## config.mk

```make
export PLATFORM = sky130hd
export DESIGN_NAME = dm_arbiter_flat
export DESIGN_NICKNAME = d
export VERILOG_FILES = /design/src/rtl/dm_arbiter_if.sv /design/src/rtl/dm_arbiter.sv /design/src/flat_wrapper.sv
export SDC_FILE = /design/constraint.sdc
export NUM_CORES = 1
export LEC_CHECK = 0
export ABC_AREA = 0
export BUFFER_PORTS_ARGS = -buffer_cell sky130_fd_sc_hd__buf_2
export CAP_MARGIN = 10
export CORE_MARGIN = 2
export CORE_UTILIZATION = 40
export CTS_CLUSTER_SIZE = 14
export DETAILED_ROUTE_END_ITERATION = 8
export PLACE_DENSITY = 0.85
export SLEW_MARGIN = 15
export SYNTH_ARGS = -nofsm -noshare
export SYNTH_HDL_FRONTEND = slang
export SYNTH_SLANG_ARGS = --single-unit
```

## constraint.sdc

```tcl
create_clock -name clk -period 2.8 [get_ports clk]
set_input_delay 0 -clock clk [delete_from_list [all_inputs] [get_ports clk]]
set_output_delay 0 -clock clk [all_outputs]
set_load 0.005 [all_outputs]
```

## src/rtl/dm_arbiter_if.sv

```systemverilog
`default_nettype none
// ============================================================================
// Module   : dm_arbiter_if
// Brief    : Requester and memory-side signal bundle for the data memory arbiter.
// Revision : 1.0 - initial release
// ============================================================================
interface dm_arbiter_if #(
    parameter int AW = 32,
    parameter int DW = 32
);
    logic [1:0]    req;
    logic [1:0]    we;
    logic [AW-1:0] addr0;
    logic [AW-1:0] addr1;
    logic [DW-1:0] wd0;
    logic [DW-1:0] wd1;
    logic [1:0]    ctl0;
    logic [1:0]    ctl1;
    logic [1:0]    ack;
    logic          err;
    logic [DW-1:0] rdata;
    logic [AW-1:0] mem_addr;
    logic [DW-1:0] mem_wd;
    logic [1:0]    mem_ctl;
    logic          mem_we;
    logic [DW-1:0] mem_rd;

    modport slave (
        input  req, we, addr0, addr1, wd0, wd1, ctl0, ctl1, mem_rd,
        output ack, err, rdata, mem_addr, mem_wd, mem_ctl, mem_we
    );

    modport master (
        output req, we, addr0, addr1, wd0, wd1, ctl0, ctl1, mem_rd,
        input  ack, err, rdata, mem_addr, mem_wd, mem_ctl, mem_we
    );
endinterface
`default_nettype wire

```

## src/rtl/dm_arbiter.sv

```systemverilog
`default_nettype none
// ============================================================================
// Module   : dm_arbiter
// Brief    : Two-port data memory arbiter, fixed 3-cycle access with error check.
//            DM_ARB_RR_EN defined selects round-robin ties, else port 0 priority.
// Revision : 1.0 - initial release
// ============================================================================
module dm_arbiter #(
    parameter int MEM_BYTES = 16384,
    parameter int AW        = 32,
    parameter int DW        = 32
) (
    input  wire logic   clk,
    input  wire logic   clr,
    dm_arbiter_if.slave bus
);

    typedef enum logic [1:0] {
        S_IDLE   = 2'd0,
        S_ACCESS = 2'd1,
        S_RESP   = 2'd2
    } state_t;

    localparam logic [AW-1:0] c_MEM_LIMIT = AW'(MEM_BYTES);

    state_t        state_q, state_d;
    logic          port_q,  port_d;
    logic          we_q,    we_d;
    logic [AW-1:0] addr_q,  addr_d;
    logic [DW-1:0] wd_q,    wd_d;
    logic [1:0]    ctl_q,   ctl_d;
    logic          err_q,   err_d;
    logic [DW-1:0] rdata_q, rdata_d;
`ifdef DM_ARB_RR_EN
    logic          last_q,  last_d;
`endif

    logic          w_grant;

    function automatic logic access_err(input logic [AW-1:0] a, input logic [1:0] c);
        return (c == 2'd3) ||
               (c == 2'd1 && a[0]) ||
               (c == 2'd2 && a[1:0] != 2'b00) ||
               (a >= c_MEM_LIMIT);
    endfunction

`ifdef DM_ARB_RR_EN
    // On a tie the port that did not win the previous grant goes first.
    assign w_grant = (&bus.req) ? ~last_q : bus.req[1];
`else
    assign w_grant = bus.req[1] & ~bus.req[0];
`endif

    always_comb begin
        state_d = state_q;
        port_d  = port_q;
        we_d    = we_q;
        addr_d  = addr_q;
        wd_d    = wd_q;
        ctl_d   = ctl_q;
        err_d   = err_q;
        rdata_d = rdata_q;
`ifdef DM_ARB_RR_EN
        last_d  = last_q;
`endif
        case (state_q)
            S_IDLE: begin
                if (|bus.req) begin
                    port_d  = w_grant;
                    we_d    = w_grant ? bus.we[1] : bus.we[0];
                    addr_d  = w_grant ? bus.addr1 : bus.addr0;
                    wd_d    = w_grant ? bus.wd1   : bus.wd0;
                    ctl_d   = w_grant ? bus.ctl1  : bus.ctl0;
                    err_d   = access_err(w_grant ? bus.addr1 : bus.addr0,
                                         w_grant ? bus.ctl1  : bus.ctl0);
`ifdef DM_ARB_RR_EN
                    last_d  = w_grant;
`endif
                    state_d = S_ACCESS;
                end
            end
            S_ACCESS: begin
                rdata_d = err_q ? '0 : bus.mem_rd;
                state_d = S_RESP;
            end
            S_RESP: begin
                state_d = S_IDLE;
            end
            default: begin
                state_d = S_IDLE;
            end
        endcase
    end

    always_ff @(posedge clk or posedge clr) begin
        if (clr) begin
            state_q <= S_IDLE;
            port_q  <= 1'b0;
            we_q    <= 1'b0;
            addr_q  <= '0;
            wd_q    <= '0;
            ctl_q   <= 2'd0;
            err_q   <= 1'b0;
            rdata_q <= '0;
`ifdef DM_ARB_RR_EN
            last_q  <= 1'b1;
`endif
        end else begin
            state_q <= state_d;
            port_q  <= port_d;
            we_q    <= we_d;
            addr_q  <= addr_d;
            wd_q    <= wd_d;
            ctl_q   <= ctl_d;
            err_q   <= err_d;
            rdata_q <= rdata_d;
`ifdef DM_ARB_RR_EN
            last_q  <= last_d;
`endif
        end
    end

    // Write strobe is decoded from state so a reset mid-access kills it immediately.
    assign bus.mem_we   = (state_q == S_ACCESS) & we_q & ~err_q;
    assign bus.mem_addr = addr_q;
    assign bus.mem_wd   = wd_q;
    assign bus.mem_ctl  = ctl_q;
    assign bus.ack      = (state_q == S_RESP) ? (port_q ? 2'b10 : 2'b01) : 2'b00;
    assign bus.err      = (state_q == S_RESP) & err_q;
    assign bus.rdata    = rdata_q;

endmodule
`default_nettype wire

```

## src/flat_wrapper.sv

```systemverilog
// flat-port wrapper written by rule: the top's interface ports become plain ports
module dm_arbiter_flat 
#(
    parameter int MEM_BYTES = 16384,
    parameter int AW        = 32,
    parameter int DW        = 32
)
  (clk, clr, bus_req, bus_we, bus_addr0, bus_addr1, bus_wd0, bus_wd1, bus_ctl0, bus_ctl1, bus_mem_rd, bus_ack, bus_err, bus_rdata, bus_mem_addr, bus_mem_wd, bus_mem_ctl, bus_mem_we);
  dm_arbiter_if #(.AW(AW), .DW(DW)) bus_i ();
  input  wire logic clk;
  input  wire logic clr;
  input wire logic [$bits(bus_i.req)-1:0] bus_req;
  input wire logic [$bits(bus_i.we)-1:0] bus_we;
  input wire logic [$bits(bus_i.addr0)-1:0] bus_addr0;
  input wire logic [$bits(bus_i.addr1)-1:0] bus_addr1;
  input wire logic [$bits(bus_i.wd0)-1:0] bus_wd0;
  input wire logic [$bits(bus_i.wd1)-1:0] bus_wd1;
  input wire logic [$bits(bus_i.ctl0)-1:0] bus_ctl0;
  input wire logic [$bits(bus_i.ctl1)-1:0] bus_ctl1;
  input wire logic [$bits(bus_i.mem_rd)-1:0] bus_mem_rd;
  output wire logic [$bits(bus_i.ack)-1:0] bus_ack;
  output wire logic [$bits(bus_i.err)-1:0] bus_err;
  output wire logic [$bits(bus_i.rdata)-1:0] bus_rdata;
  output wire logic [$bits(bus_i.mem_addr)-1:0] bus_mem_addr;
  output wire logic [$bits(bus_i.mem_wd)-1:0] bus_mem_wd;
  output wire logic [$bits(bus_i.mem_ctl)-1:0] bus_mem_ctl;
  output wire logic [$bits(bus_i.mem_we)-1:0] bus_mem_we;
  assign bus_i.req = bus_req;
  assign bus_i.we = bus_we;
  assign bus_i.addr0 = bus_addr0;
  assign bus_i.addr1 = bus_addr1;
  assign bus_i.wd0 = bus_wd0;
  assign bus_i.wd1 = bus_wd1;
  assign bus_i.ctl0 = bus_ctl0;
  assign bus_i.ctl1 = bus_ctl1;
  assign bus_i.mem_rd = bus_mem_rd;
  assign bus_ack = bus_i.ack;
  assign bus_err = bus_i.err;
  assign bus_rdata = bus_i.rdata;
  assign bus_mem_addr = bus_i.mem_addr;
  assign bus_mem_wd = bus_i.mem_wd;
  assign bus_mem_ctl = bus_i.mem_ctl;
  assign bus_mem_we = bus_i.mem_we;
  dm_arbiter #(.MEM_BYTES(MEM_BYTES), .AW(AW), .DW(DW)) u_core (.clk(clk), .clr(clr), .bus(bus_i));
endmodule
```

Yosys cells after proc, flatten, opt, wreduce, memory -nomap -nowiden
Cells that the tools add are included.
Widths: inputs -> output; s select.
{"block": "totals", "ff_bits": 103, "output_inout_bits": 102, "inputBits": 170, "wordCells": 39}
{"block": "op_classes", "order_cmp": 1, "n_reduce_logical": 9, "bitwise_logic": 6, "mux": 9, "n_eq_ne": 6}
{"op": "$mux 32", "count": 3}
{"op": "$ge 32x15->1 const B", "count": 1}
{"op": "$mux 2", "count": 4}
{"op": "$eq 2x2->1 const B", "count": 3}
{"op": "$and 1x1->1", "count": 4}
{"op": "$eq 2x1->1 const B", "count": 2}
{"op": "$pmux 2 s2", "count": 1}
{"op": "$logic_or 1x1->1", "count": 3}
{"op": "$logic_and 1x1->1", "count": 2}
{"op": "$logic_not 2->1", "count": 1}
{"op": "$ne 2x1->1 const B", "count": 1}
{"op": "$not 1->1", "count": 2}
{"op": "$reduce_and 2->1", "count": 1}
{"op": "$reduce_bool 2->1", "count": 1}
{"op": "$reduce_or 2->1", "count": 1}
{"op": "$mux 1", "count": 1}

Longest topological paths before layout
Gate-level depths: netlist of the first run.
{"block": "logic_depth", "word_depth": 8, "depth_mapped": 6, "depth_no_buf": 5}

Worst setup path before layout of the first run
OpenSTA, ideal clock, no wires.
{"block": "synth_path", "kind": "flip-flop to flip-flop", "startpoint": "register u_core.state_q[0]", "endpoint": "register u_core.addr_q[10] (netlist: u_core.bus.mem_addr[10])", "path_slack_ps": 1434, "setup_ps": 130, "required_time_ps": 2670, "synth_period_minus_slack_ps": 1366, "n_path_buf": 2, "arrival_ps": 1236, "stages_incl_launch_ff": 7, "path_cell_list": "dfrtp_1 -> nor2_1 -> o21ai_1 -> inv_2 -> buf_2 -> buf_2 -> a31oi_1"}
{"block": "synth_between", "elab_chain_cells": 2}
{"element": "start: declaration", "line": "dm_arbiter.sv:26", "text": "state_t state_q, state_d;"}
{"element": "start signal: assignment", "line": "dm_arbiter.sv:109", "text": "state_q <= state_d;"}
{"element": "$logic_not 2->1", "line": "dm_arbiter.sv:66", "text": "case (state_q)"}
{"element": "$reduce_and 2->1 (no line)"}
{"element": "end signal: assignment", "line": "dm_arbiter.sv:112", "text": "addr_q <= addr_d;"}
{"element": "end: declaration", "line": "dm_arbiter.sv:29", "text": "logic [AW-1:0] addr_q, addr_d;"}
No other way between the ends.
A chain may end at the register's enable or synchronous reset.

Final worst setup path of the first run
{"block": "layout_path", "startpoint": "register u_core.state_q[0]", "endpoint": "register u_core.addr_q[14] (netlist: u_core.bus.mem_addr[14])"}
The elaborated chain is that of the path after synthesis.

==> results.txt, run 1 <==
----------------------------------------------------
[Clock network]
  Resize count post-CTS ... 0
  Bufs on Longest Clock Path ... 2
  TritonCTS sink count ... 103
  Latest clock arrival within the worst-skew pair ... 0.34 ns
  Total of hold buffers inserted after clock tree synthesis ... 168
  Clk Tree Root Cell ... sky130_fd_sc_hd__clkbuf_16
  Total CTS buffers ... 9
  Number of H-tree levels ... 3
  TritonCTS clock tree ... built
  Number of post-CTS setup repair buffers ... 0
  Clock transition time at the flip-flop clock pins of the worst setup and hold paths ... 0.07 ns

[STA]
  Post-route setup TNS ... 0 ns
  Worst-case headroom to the max-slew limit ... 38.5%
  Unrepaired setup endpoints after global routing ... no
  Pin slew with the least headroom to its limit ... 0.922 ns
  Max-slew violations ... 0
  Part of the cycle the worst path needs ... 90.0%
  Number of hold violations in the final report ... 0
  Highest achievable clock rate ... 0.397 GHz
  Worst clock skew ... 0.00805 ns
  Setup-failing EPs final ... 0
  Final critical path time including I/O delays and setup ... 2.52 ns
  Final worst hold slack ... 0.0196 ns

[Min path]
  Source of the worst hold timing path ... bus_req[1]
  End of the worst hold path ... u_core.port_q
  Cell count of the worst hold path ... 3
  Path class of the lowest-slack min-delay path ... in2reg

[Synth]
  Flop and latch count out of synthesis ... 103
  Cell count after synthesis ... 542
  Main flop type after synthesis ... sky130_fd_sc_hd__dfrtp_1
  Avg Inst Size Synth ... 8.57 um2
  Post-synth EDFFs ... 0
  Library cell with the largest summed area after synthesis ... sky130_fd_sc_hd__dfrtp_1
  Area of the mapped netlist ... 4650 um2
  Post-Syn Nets ... 712
  Share of synthesized registers carrying an async set or reset ... 100%
  Post-synthesis cell type count ... 24
  Yosys Warn Count ... 0
  Top cell type's share of synthesized area ... 55.5%
  Commonest cells in the netlist ... sky130_fd_sc_hd__nand2_1 (168), sky130_fd_sc_hd__dfrtp_1 (103), sky130_fd_sc_hd__nor2_1 (67), sky130_fd_sc_hd__a31oi_1 (66), sky130_fd_sc_hd__nand2b_1 (35)
  Most common cell in the synthesized netlist ... sky130_fd_sc_hd__nand2_1
  Sequential element share of the synthesized area ... 55.5%
  Leading post-synthesis cells by cell area ... sky130_fd_sc_hd__dfrtp_1 (55%), sky130_fd_sc_hd__nand2_1 (14%), sky130_fd_sc_hd__a31oi_1 (8.9%)

[Placed design]
  Placement-stage cell area ... 6100 um2
  Routability congestion estimate from global placement ... 0.811
  Half-perimeter wire length of the detailed placement result ... 10,100 um
  Number of input and output port buffers inserted ... 271
  Cells after DPL ... 924

[Outcome]
  Status ... complete, no violations

[Pwr]
  Share of total power in sequential cells ... 34.2%
  Highest ir drop seen on vdd ... 546 uV
  Internal cell power ... 4.50 mW
  Power density normalized to cell area ... 836 nW/um2
  Net switching share of the total power ... 33.6%
  Power share of the clock group ... 19.6%
  Psw ... 2.28 mW
  Leakage component of the power ... 3.90 nW
  Comb power frac ... 46.2%

[Finish]
  Diode insertion count for antenna repair ... 0
  Fraction of final layout cells with drive strength greater than 1 ... 30.8%
  Count of filler cells inserted in the layout ... 743
  Final Util ... 71.3%
  Layout Nets ... 1,130
  Footprint of the flip-flops and latches ... 2580 um2
  Final cell area excluding filler cells ... 8100 um2
  Post-layout instance count excluding filler cells ... 1,108
  Area used by multi-input combinational logic ... 1890 um2
  Area growth from synthesis to layout ... 74.4%

[Die]
  Die outline area ... 12,500 um2
  Initial Utilization ... 40.9%
  Standard-cell rows ... 39
  Die outline height ... 112 um
  Core ar. ... 11,400 um2
  Num ports ... 272
  Horiz. Die Dim ... 112 um

[Critical path]
  Endpoint of the lowest-slack register-to-register path ... u_core.bus.mem_addr[14]
  Critical Path Start Type ... register
  Path type of the worst setup path ... reg2reg
  Arrival time at the worst endpoint ... 2.79 ns
  Worst-path maximum fanout ... 54
  Crit end category ... register
  Source of the worst register-to-register timing path ... u_core.state_q[0]
  Crit path required time ... 3.07 ns
  Setup slack on the worst flop-to-flop path ... 0.28 ns
  Cells on worst reg2reg path ... 7

[Job]
  Number of max-cap violations ... 0

[Global route]
  Antenna violations before repair ... 0
  Overflow left after global routing ... 0
  Via count of the first global-routing pass ... 5,925
  First-pass GRT wire length ... 29,400 um
  Largest net degree at the start of global routing ... 67
  Total GRT Usage ... 29.1%

[Drt]
  Number of detailed-route iterations in the first pass ... 5
  DRC ... 0
  Vias ... 5,851
  Total Routed Length ... 18,200 um
  Average wire per cell in the routed design ... 16.5 um
  Number of nets still failing antenna checks after routing ... 0
  DR iter-0 viols ... 504
  Routed via count divided by cell count ... 5.28

----------------------------------------------------
## routing by layer
| metal | vias up | wire (um) | track usage [%] |
|---|---|---|---|
| li1 | 2648 | - | - |
| met1 | 2754 | 6820 | 33.8 |
| met2 | 383 | 9160 | 51.4 |
| met3 | 66 | 1560 | 6.15 |
| met4 | 0 | 705 | 13.3 |
| met5 | - | 0 | 0 |
## sequential cells by signal, summed over array words and instances (netlist names)
name                 cells
u_core.bus.mem_addr     32
u_core.bus.mem_wd       32
u_core.bus.rdata        32
u_core.bus.mem_ctl       2
u_core.state_q           2
u_core.err_q             1
u_core.port_q            1
u_core.we_q              1
## through the flow
stage	power [mW]	worst slack, ns
2_1_floorplan	3.41	0.0962
3_3_place_gp	4.21	1.10
3_5_place_dp	4.30	0.983
4_1_cts	6.60	0.445
5_1_grt	7.17	0.149
6_report	6.78	0.279
## cell usage in the layout, fill, tap and decap left out, drive strengths merged, types with 2 or more instances in the layout
| cell type | count |
|---|---|
| mux2i | 3 |
| o32ai | 2 |
| nand2 | 168 |
| nand3 | 2 |
| and3b | 2 |
| clkbuf | 11 |
| bufinv | 2 |
| a31oi | 66 |
| a21oi | 2 |
| buf | 278 |
| and3 | 2 |
| dfrtp | 103 |
| inv | 4 |
| nor3b | 2 |
| o21ai | 34 |
| nor4 | 8 |
| nand2b | 35 |
| dlygate4sd3 | 168 |
| nor2 | 67 |
## critical path: stages, from the launching register on
cell	delay (ns)
sky130_fd_sc_hd__dfrtp_1	0.44
sky130_fd_sc_hd__nor2_1	0.27
sky130_fd_sc_hd__o21ai_1	0.20
sky130_fd_sc_hd__inv_4	0.35
sky130_fd_sc_hd__buf_12	0.29
sky130_fd_sc_hd__nor2_1	0.11
sky130_fd_sc_hd__a31oi_1	0.20
sky130_fd_sc_hd__dlygate4sd3_1	0.57
## area by class of cell
type | count | area share, %
clock buffer | 11 | 2.87
clock inverter | 5 | 1.00
inverter | 3 | 0.201
multi-input combinational | 397 | 23.3
sequential | 103 | 31.8
tap | 143 | 2.21
timing repair buffer | 446 | 38.6
## cell families (layout without fill, tap and decap cells)
logic type / Yosys count / after routing / synth area share [%]
AO/OA/AOI/OAI: 106 / 106 / 13.5
buffers and inverters: 42 / 465 / 4.15
flip-flops: 103 / 103 / 55.5
multiplexers: 3 / 3 / 0.646
AND/OR/NAND/NOR: 288 / 288 / 26.3
## power by group through the flow
stage	logic [mW]	registers (mW)	clock network, mW
after floorplan	1.08	2.33	0
after global placement	1.92	2.29	0
after global routing	3.39	2.36	1.42
final	3.13	2.32	1.33
after CTS	2.96	2.29	1.35
after detailed placement	1.99	2.31	0
## how the worst max path moves through the flow
stage / endpoint / start / slack (ns)
after detailed placement: u_core.bus.mem_wd[7] / u_core.state_q[0] / 0.98
final: u_core.bus.mem_addr[14] / u_core.state_q[0] / 0.28
after global placement: u_core.bus.mem_wd[13] / u_core.state_q[0] / 1.10
after CTS: u_core.bus.mem_wd[7] / u_core.state_q[0] / 0.44
after global routing: u_core.bus.mem_addr[14] / u_core.state_q[0] / 0.15
after floorplan: u_core.bus.mem_addr[0] / clr / 0.1
No activity file was read; power rests on OpenSTA's default activity.
==> run 2, diff against run 1 <==
Settings changed: RECOVER_POWER set to 25.
==> results.txt, run 2 (synthesized netlist as in run 1, its figures left out) <==
----------------------------------------------------
[Outcome]
  Status ... complete, but fails checks
  Violated checks ... max-capacitance violations, max-slew violations

[Global route]
  Antenna violations before repair ... 0
  Total GRT Usage ... 29.1%
  First-pass GRT wire length ... 29,400 um
  Overflow left after global routing ... 0
  Largest net degree at the start of global routing ... 67
  Via count of the first global-routing pass ... 5,925

[Finish]
  Layout Nets ... 1,130
  Leading cell type in the layout, fill and taps excluded ... sky130_fd_sc_hd__buf_2
  Count of filler cells inserted in the layout ... 757
  Diode insertion count for antenna repair ... 0
  Area growth from synthesis to layout ... 73.9%
  Highest-count cells in the layout ignoring fill and taps ... sky130_fd_sc_hd__buf_2 (255), sky130_fd_sc_hd__nand2_1 (168), sky130_fd_sc_hd__dlygate4sd3_1 (168)
  Fraction of final layout cells with drive strength greater than 1 ... 29.0%

[STA]
  Final worst hold slack ... 0.0207 ns
  Number of hold violations in the final report ... 0
  Final worst setup slack ... 0.282 ns
  Final critical path time including I/O delays and setup ... 2.52 ns
  Post-route setup TNS ... 0 ns
  Max-slew violations ... 51
  Worst clock skew ... 0.00649 ns
  Setup-failing EPs final ... 0
  Worst-case headroom to the max-slew limit ... -31.1%
  Part of the cycle the worst path needs ... 89.9%
  Unrepaired setup endpoints after global routing ... no
  Highest achievable clock rate ... 0.397 GHz
  Pin slew with the least headroom to its limit ... 1.96 ns

[Drt]
  Total Routed Length ... 18,200 um
  DR iter-0 viols ... 511
  Vias ... 5,853
  Routed via count divided by cell count ... 5.28
  Average wire per cell in the routed design ... 16.5 um
  DRC ... 0
  Number of nets still failing antenna checks after routing ... 0
  Number of detailed-route iterations in the first pass ... 6

[Die]
  Initial Utilization ... 40.9%
  Standard-cell rows ... 39
  Core ar. ... 11,400 um2
  Die outline height ... 112 um
  Die outline area ... 12,500 um2
  Num ports ... 272
  Horiz. Die Dim ... 112 um

[Critical path]
  Slowest library cell on the worst path ... sky130_fd_sc_hd__dlygate4sd3_1
  Critical Path Start Type ... register
  Maximum single-stage delay on the critical path ... 0.57 ns
  Crit end category ... register
  Crit path buf inv count ... 3
  Crit path required time ... 3.07 ns
  Worst-path maximum fanout ... 54
  Sequence of cells on the critical path ... nor2_1 -> o21ai_1 -> inv_4 -> buf_12 -> nor2_1 -> a31oi_1 -> dlygate4sd3_1
  Path type of the worst setup path ... reg2reg
  Most Frequent Cell on Critical Path ... sky130_fd_sc_hd__nor2_1
  Arrival time at the worst endpoint ... 2.79 ns
  Cell type group with the largest total delay on the critical path ... buffers and inverters

[Min path]
  Path class of the lowest-slack min-delay path ... in2reg

[Clock network]
  TritonCTS sink count ... 103
  Clock transition time at the flip-flop clock pins of the worst setup and hold paths ... 0.07 ns
  Latest clock arrival within the worst-skew pair ... 0.33 ns
  Bufs on Longest Clock Path ... 2
  TritonCTS clock tree ... built
  Number of H-tree levels ... 3
  Total CTS buffers ... 9
  Clk Tree Root Cell ... sky130_fd_sc_hd__clkbuf_16
  Resize count post-CTS ... 0

[Pwr]
  Leakage component of the power ... 3.85 nW
  Total chip power ... 6.76 mW
  Power density normalized to cell area ... 836 nW/um2
  Highest ir drop seen on vdd ... 544 uV

[Placed design]
  Routability congestion estimate from global placement ... 0.811
  Half-perimeter wire length of the detailed placement result ... 10,100 um
  Worst setup timing slack at the placement stage ... 0.983 ns
  Number of input and output port buffers inserted ... 271

[Job]
  Number of max-cap violations ... 1

----------------------------------------------------
-- run 2: cell types whose count changed in the layout (fill, tap and decap cells not counted) --
cell,delta
sky130_fd_sc_hd__buf_2,-16
sky130_fd_sc_hd__clkbuf_1,+16
sky130_fd_sc_hd__inv_1,+1
sky130_fd_sc_hd__inv_4,-1
-- run 2: timing repair --
action                     in CTS  in global routing
hold buffers                  168                  0
hold endpoints to repair      150                  0
buffers inserted                0                  0
setup endpoints to repair       0                  0
-- run 2: final timing paths --
kind	from	to	slack [ns]	depth (start not counted)
max	u_core.state_q[0]	u_core.bus.mem_addr[14]	0.28	7
min	bus_req[1]	u_core.port_q	0.02	3
max reg2reg	u_core.state_q[0]	u_core.bus.mem_addr[14]	0.28	7
min reg2reg	u_core.bus.rdata[25]	u_core.bus.rdata[25]	0.49	2
max in group asynchronous	clr	u_core.bus.mem_addr[9]	0.82	3
min in group asynchronous	clr	u_core.bus.rdata[31]	0.85	3
-- run 2: area by class of cell --
cell class                      count  area, um2  share of cell area, %
Multi-Input combinational cell    397       1890                   23.4
Clock buffer                       11        233                   2.88
Sequential cell                   103       2580                   31.9
Tap cell                          143        179                   2.21
Clock inverter                      5       81.3                   1.01
Inverter                            3       13.8                  0.170
Timing Repair Buffer              446       3110                   38.5
-- run 2: per-stage QoR --
stage                     cells  cell area [um2]  util, %
final                      1108             8080     71.1
after CTS                  1108             8100     71.2
after detailed placement    924             6100     53.7
after floorplan             542             4650        -
after global routing       1108             8080     71.1
after global placement      924             6100     53.7
-- run 2: routing by layer --
| metal | track usage (%) | up-vias | share of wire, % | wire length [um] |
|---|---|---|---|---|
| met4 | 13.3 | 0 | 3.8 | 692 |
| met1 | 33.8 | 2748 | 37 | 6790 |
| met5 | 0 | - | 0 | 0 |
| li1 | - | 2648 | - | - |
| met3 | 6.15 | 66 | 8.5 | 1560 |
| met2 | 51.4 | 391 | 50 | 9210 |
-- run 2: worst register-to-register path, delay by kind of cell, from the launching register on --
family / cells / cell delay, ns
and+or+nand+nor: 2 / 0.39
buffers and inverters: 3 / 1.22
AOI/OAI and AO/OA: 2 / 0.40
DFF: 1 / 0.44
-- run 2: power by group --
| part | leakage (nW) | internal [mW] | switching [mW] |
|---|---|---|---|
| sequential | 1.24 | 2.00 | 0.316 |
| clock | 0.150 | 0.787 | 0.543 |
| combinational | 2.46 | 1.68 | 1.42 |
==> run 3, diff against run 2 <==
Settings changed: CORE_AREA set to 2 2 106 108, CORE_MARGIN 2 to unset, CORE_UTILIZATION 40 to unset, DIE_AREA set to 0 0 108 110, PLACE_DENSITY 0.85 to 0.88.
Clock period 2.8 ns to 3.1 ns, I/O delays scaled along.
==> results.txt, run 3 (synthesized netlist as in run 1, its figures left out) <==
----------------------------------------------------
[Critical path]
  Cells on worst reg2reg path ... 7
  Source of the worst register-to-register timing path ... u_core.state_q[0]
  Endpoint of the lowest-slack register-to-register path ... u_core.bus.mem_addr[10]
  Crit path buf inv count ... 3
  Maximum single-stage delay on the critical path ... 0.63 ns
  Slowest library cell on the worst path ... sky130_fd_sc_hd__dlygate4sd3_1
  Critical Path Start Type ... register
  Sequence of cells on the critical path ... nor2_1 -> o21ai_1 -> clkinv_2 -> buf_12 -> nor2_1 -> a31oi_1 -> dlygate4sd3_1
  Crit path required time ... 3.40 ns
  Path type of the worst setup path ... reg2reg
  Cell type group with the largest total delay on the critical path ... buffers and inverters
  Worst-path maximum fanout ... 85
  Crit end category ... register
  Arrival time at the worst endpoint ... 3.09 ns
  Most Frequent Cell on Critical Path ... sky130_fd_sc_hd__nor2_1
  Setup slack on the worst flop-to-flop path ... 0.31 ns

[Clock network]
  Latest clock arrival within the worst-skew pair ... 0.36 ns
  Number of post-CTS setup repair buffers ... 0
  Total CTS buffers ... 9
  Clk Tree Root Cell ... sky130_fd_sc_hd__clkbuf_8
  Clock transition time at the flip-flop clock pins of the worst setup and hold paths ... 0.12 ns
  TritonCTS clock tree ... built
  TritonCTS sink count ... 103
  Bufs on Longest Clock Path ... 2
  Number of H-tree levels ... 3
  Resize count post-CTS ... 0

[Placed design]
  Routability congestion estimate from global placement ... 0.801
  Cells after DPL ... 920
  Worst setup timing slack at the placement stage ... 1.05 ns
  Placement-stage cell area ... 6060 um2
  Number of input and output port buffers inserted ... 271
  Half-perimeter wire length of the detailed placement result ... 9900 um

[STA]
  Pin slew with the least headroom to its limit ... 1.16 ns
  Final critical path time including I/O delays and setup ... 2.79 ns
  Final worst hold slack ... 0.0923 ns
  Final worst setup slack ... 0.312 ns
  Worst-case headroom to the max-slew limit ... 22.8%
  Post-route setup TNS ... 0 ns
  Number of hold violations in the final report ... 0
  Max-slew violations ... 0
  Setup-failing EPs final ... 0
  Part of the cycle the worst path needs ... 89.9%
  Unrepaired setup endpoints after global routing ... no
  Worst clock skew ... 0.0196 ns
  Highest achievable clock rate ... 0.359 GHz

[Finish]
  Fraction of final layout cells with drive strength greater than 1 ... 25.2%
  Highest-count cells in the layout ignoring fill and taps ... sky130_fd_sc_hd__buf_2 (216), sky130_fd_sc_hd__dlygate4sd3_1 (170), sky130_fd_sc_hd__nand2_1 (168)
  Final cell area excluding filler cells ... 7880 um2
  Layout Nets ... 1,131
  Leading cell type in the layout, fill and taps excluded ... sky130_fd_sc_hd__buf_2
  Final Util ... 73.7%
  Post-layout instance count excluding filler cells ... 1,108
  Area growth from synthesis to layout ... 69.6%

[Outcome]
  Status ... complete, no violations

[Global route]
  Overflow left after global routing ... 0
  Largest net degree at the start of global routing ... 87
  Via count of the first global-routing pass ... 5,885
  Antenna violations before repair ... 1
  Total GRT Usage ... 31.0%
  First-pass GRT wire length ... 28,600 um

[Pwr]
  Total chip power ... 5.67 mW
  Power density normalized to cell area ... 719 nW/um2
  Leakage component of the power ... 3.66 nW
  Highest ir drop seen on vdd ... 404 uV

[Die]
  Die outline height ... 110 um
  Num ports ... 272
  Standard-cell rows ... 38
  Core ar. ... 10,700 um2
  Initial Utilization ... 43.4%
  Horiz. Die Dim ... 108 um
  Die outline area ... 11,900 um2

[Drt]
  Number of detailed-route iterations in the first pass ... 7
  Number of nets still failing antenna checks after routing ... 0
  Routed via count divided by cell count ... 5.34
  Vias ... 5,916
  Average wire per cell in the routed design ... 17.1 um
  DRC ... 0
  Total Routed Length ... 18,900 um
  DR iter-0 viols ... 523

[Min path]
  Path class of the lowest-slack min-delay path ... in2reg
  Source of the worst hold timing path ... bus_addr0[31]
  Cell count of the worst hold path ... 4
  End of the worst hold path ... u_core.err_q

[Job]
  Number of max-cap violations ... 0

----------------------------------------------------
==> run 3: changes by cell type in the layout (fill, tap and decap cells not counted), sizes merged <==
cell / delta
diode: +2
clkbuf: +36
buf: -39
dlygate4sd3: +2
inv: +2
bufinv: -2
clkinv: +2
==> run 3: repair_timing <==
item,in CTS,in global routing
endpoints found under the hold margin,186,0
hold buffers,170,0
setup endpoints to repair,0,0
==> run 3: worst max path at each step <==
stage,cells after the start,slack [ns],end,start
2_1_floorplan,1,0.40,u_core.bus.mem_addr[0],clr
3_3_place_gp,6,1.16,u_core.bus.mem_wd[11],u_core.state_q[0]
3_5_place_dp,6,1.05,u_core.bus.mem_addr[14],u_core.state_q[0]
4_1_cts,7,0.49,u_core.bus.mem_addr[14],u_core.state_q[0]
5_1_grt,7,0.14,u_core.bus.mem_addr[26],u_core.state_q[0]
6_report,7,0.31,u_core.bus.mem_addr[10],u_core.state_q[0]
==> run 3: cell type report <==
cell class	count	area [um2]
timing repair buffer	447	3050
fill	714	2820
sequential	103	2580
multi-input combinational	397	1880
tap	140	175
clock buffer	9	124
clock inverter	7	55.1
inverter	3	15.0
antenna	2	5.00
==> run 3: power breakdown <==
| part | switching, mW | internal, mW | leakage [nW] | total (mW) |
|---|---|---|---|---|
| logic | 1.31 | 1.46 | 2.33 | 2.77 |
| registers | 0.294 | 1.81 | 1.24 | 2.10 |
| clock network | 0.492 | 0.304 | 0.0923 | 0.796 |
==> run 3: layer usage <==
layer / vias to the layer above / track usage (%) / wire length [um]
li1: 2647 / - / -
met1: 2755 / 34.6 / 6860
met2: 421 / 53.8 / 9370
met3: 93 / 7.70 / 1740
met4: 0 / 18.5 / 983
met5: - / 0 / 0
==> run 3: worst min-delay path, stage by stage <==
cell,delay [ns]
sky130_fd_sc_hd__buf_2,0.07
sky130_fd_sc_hd__mux2i_1,0.11
sky130_fd_sc_hd__nand4_1,0.12
sky130_fd_sc_hd__o22a_1,0.11
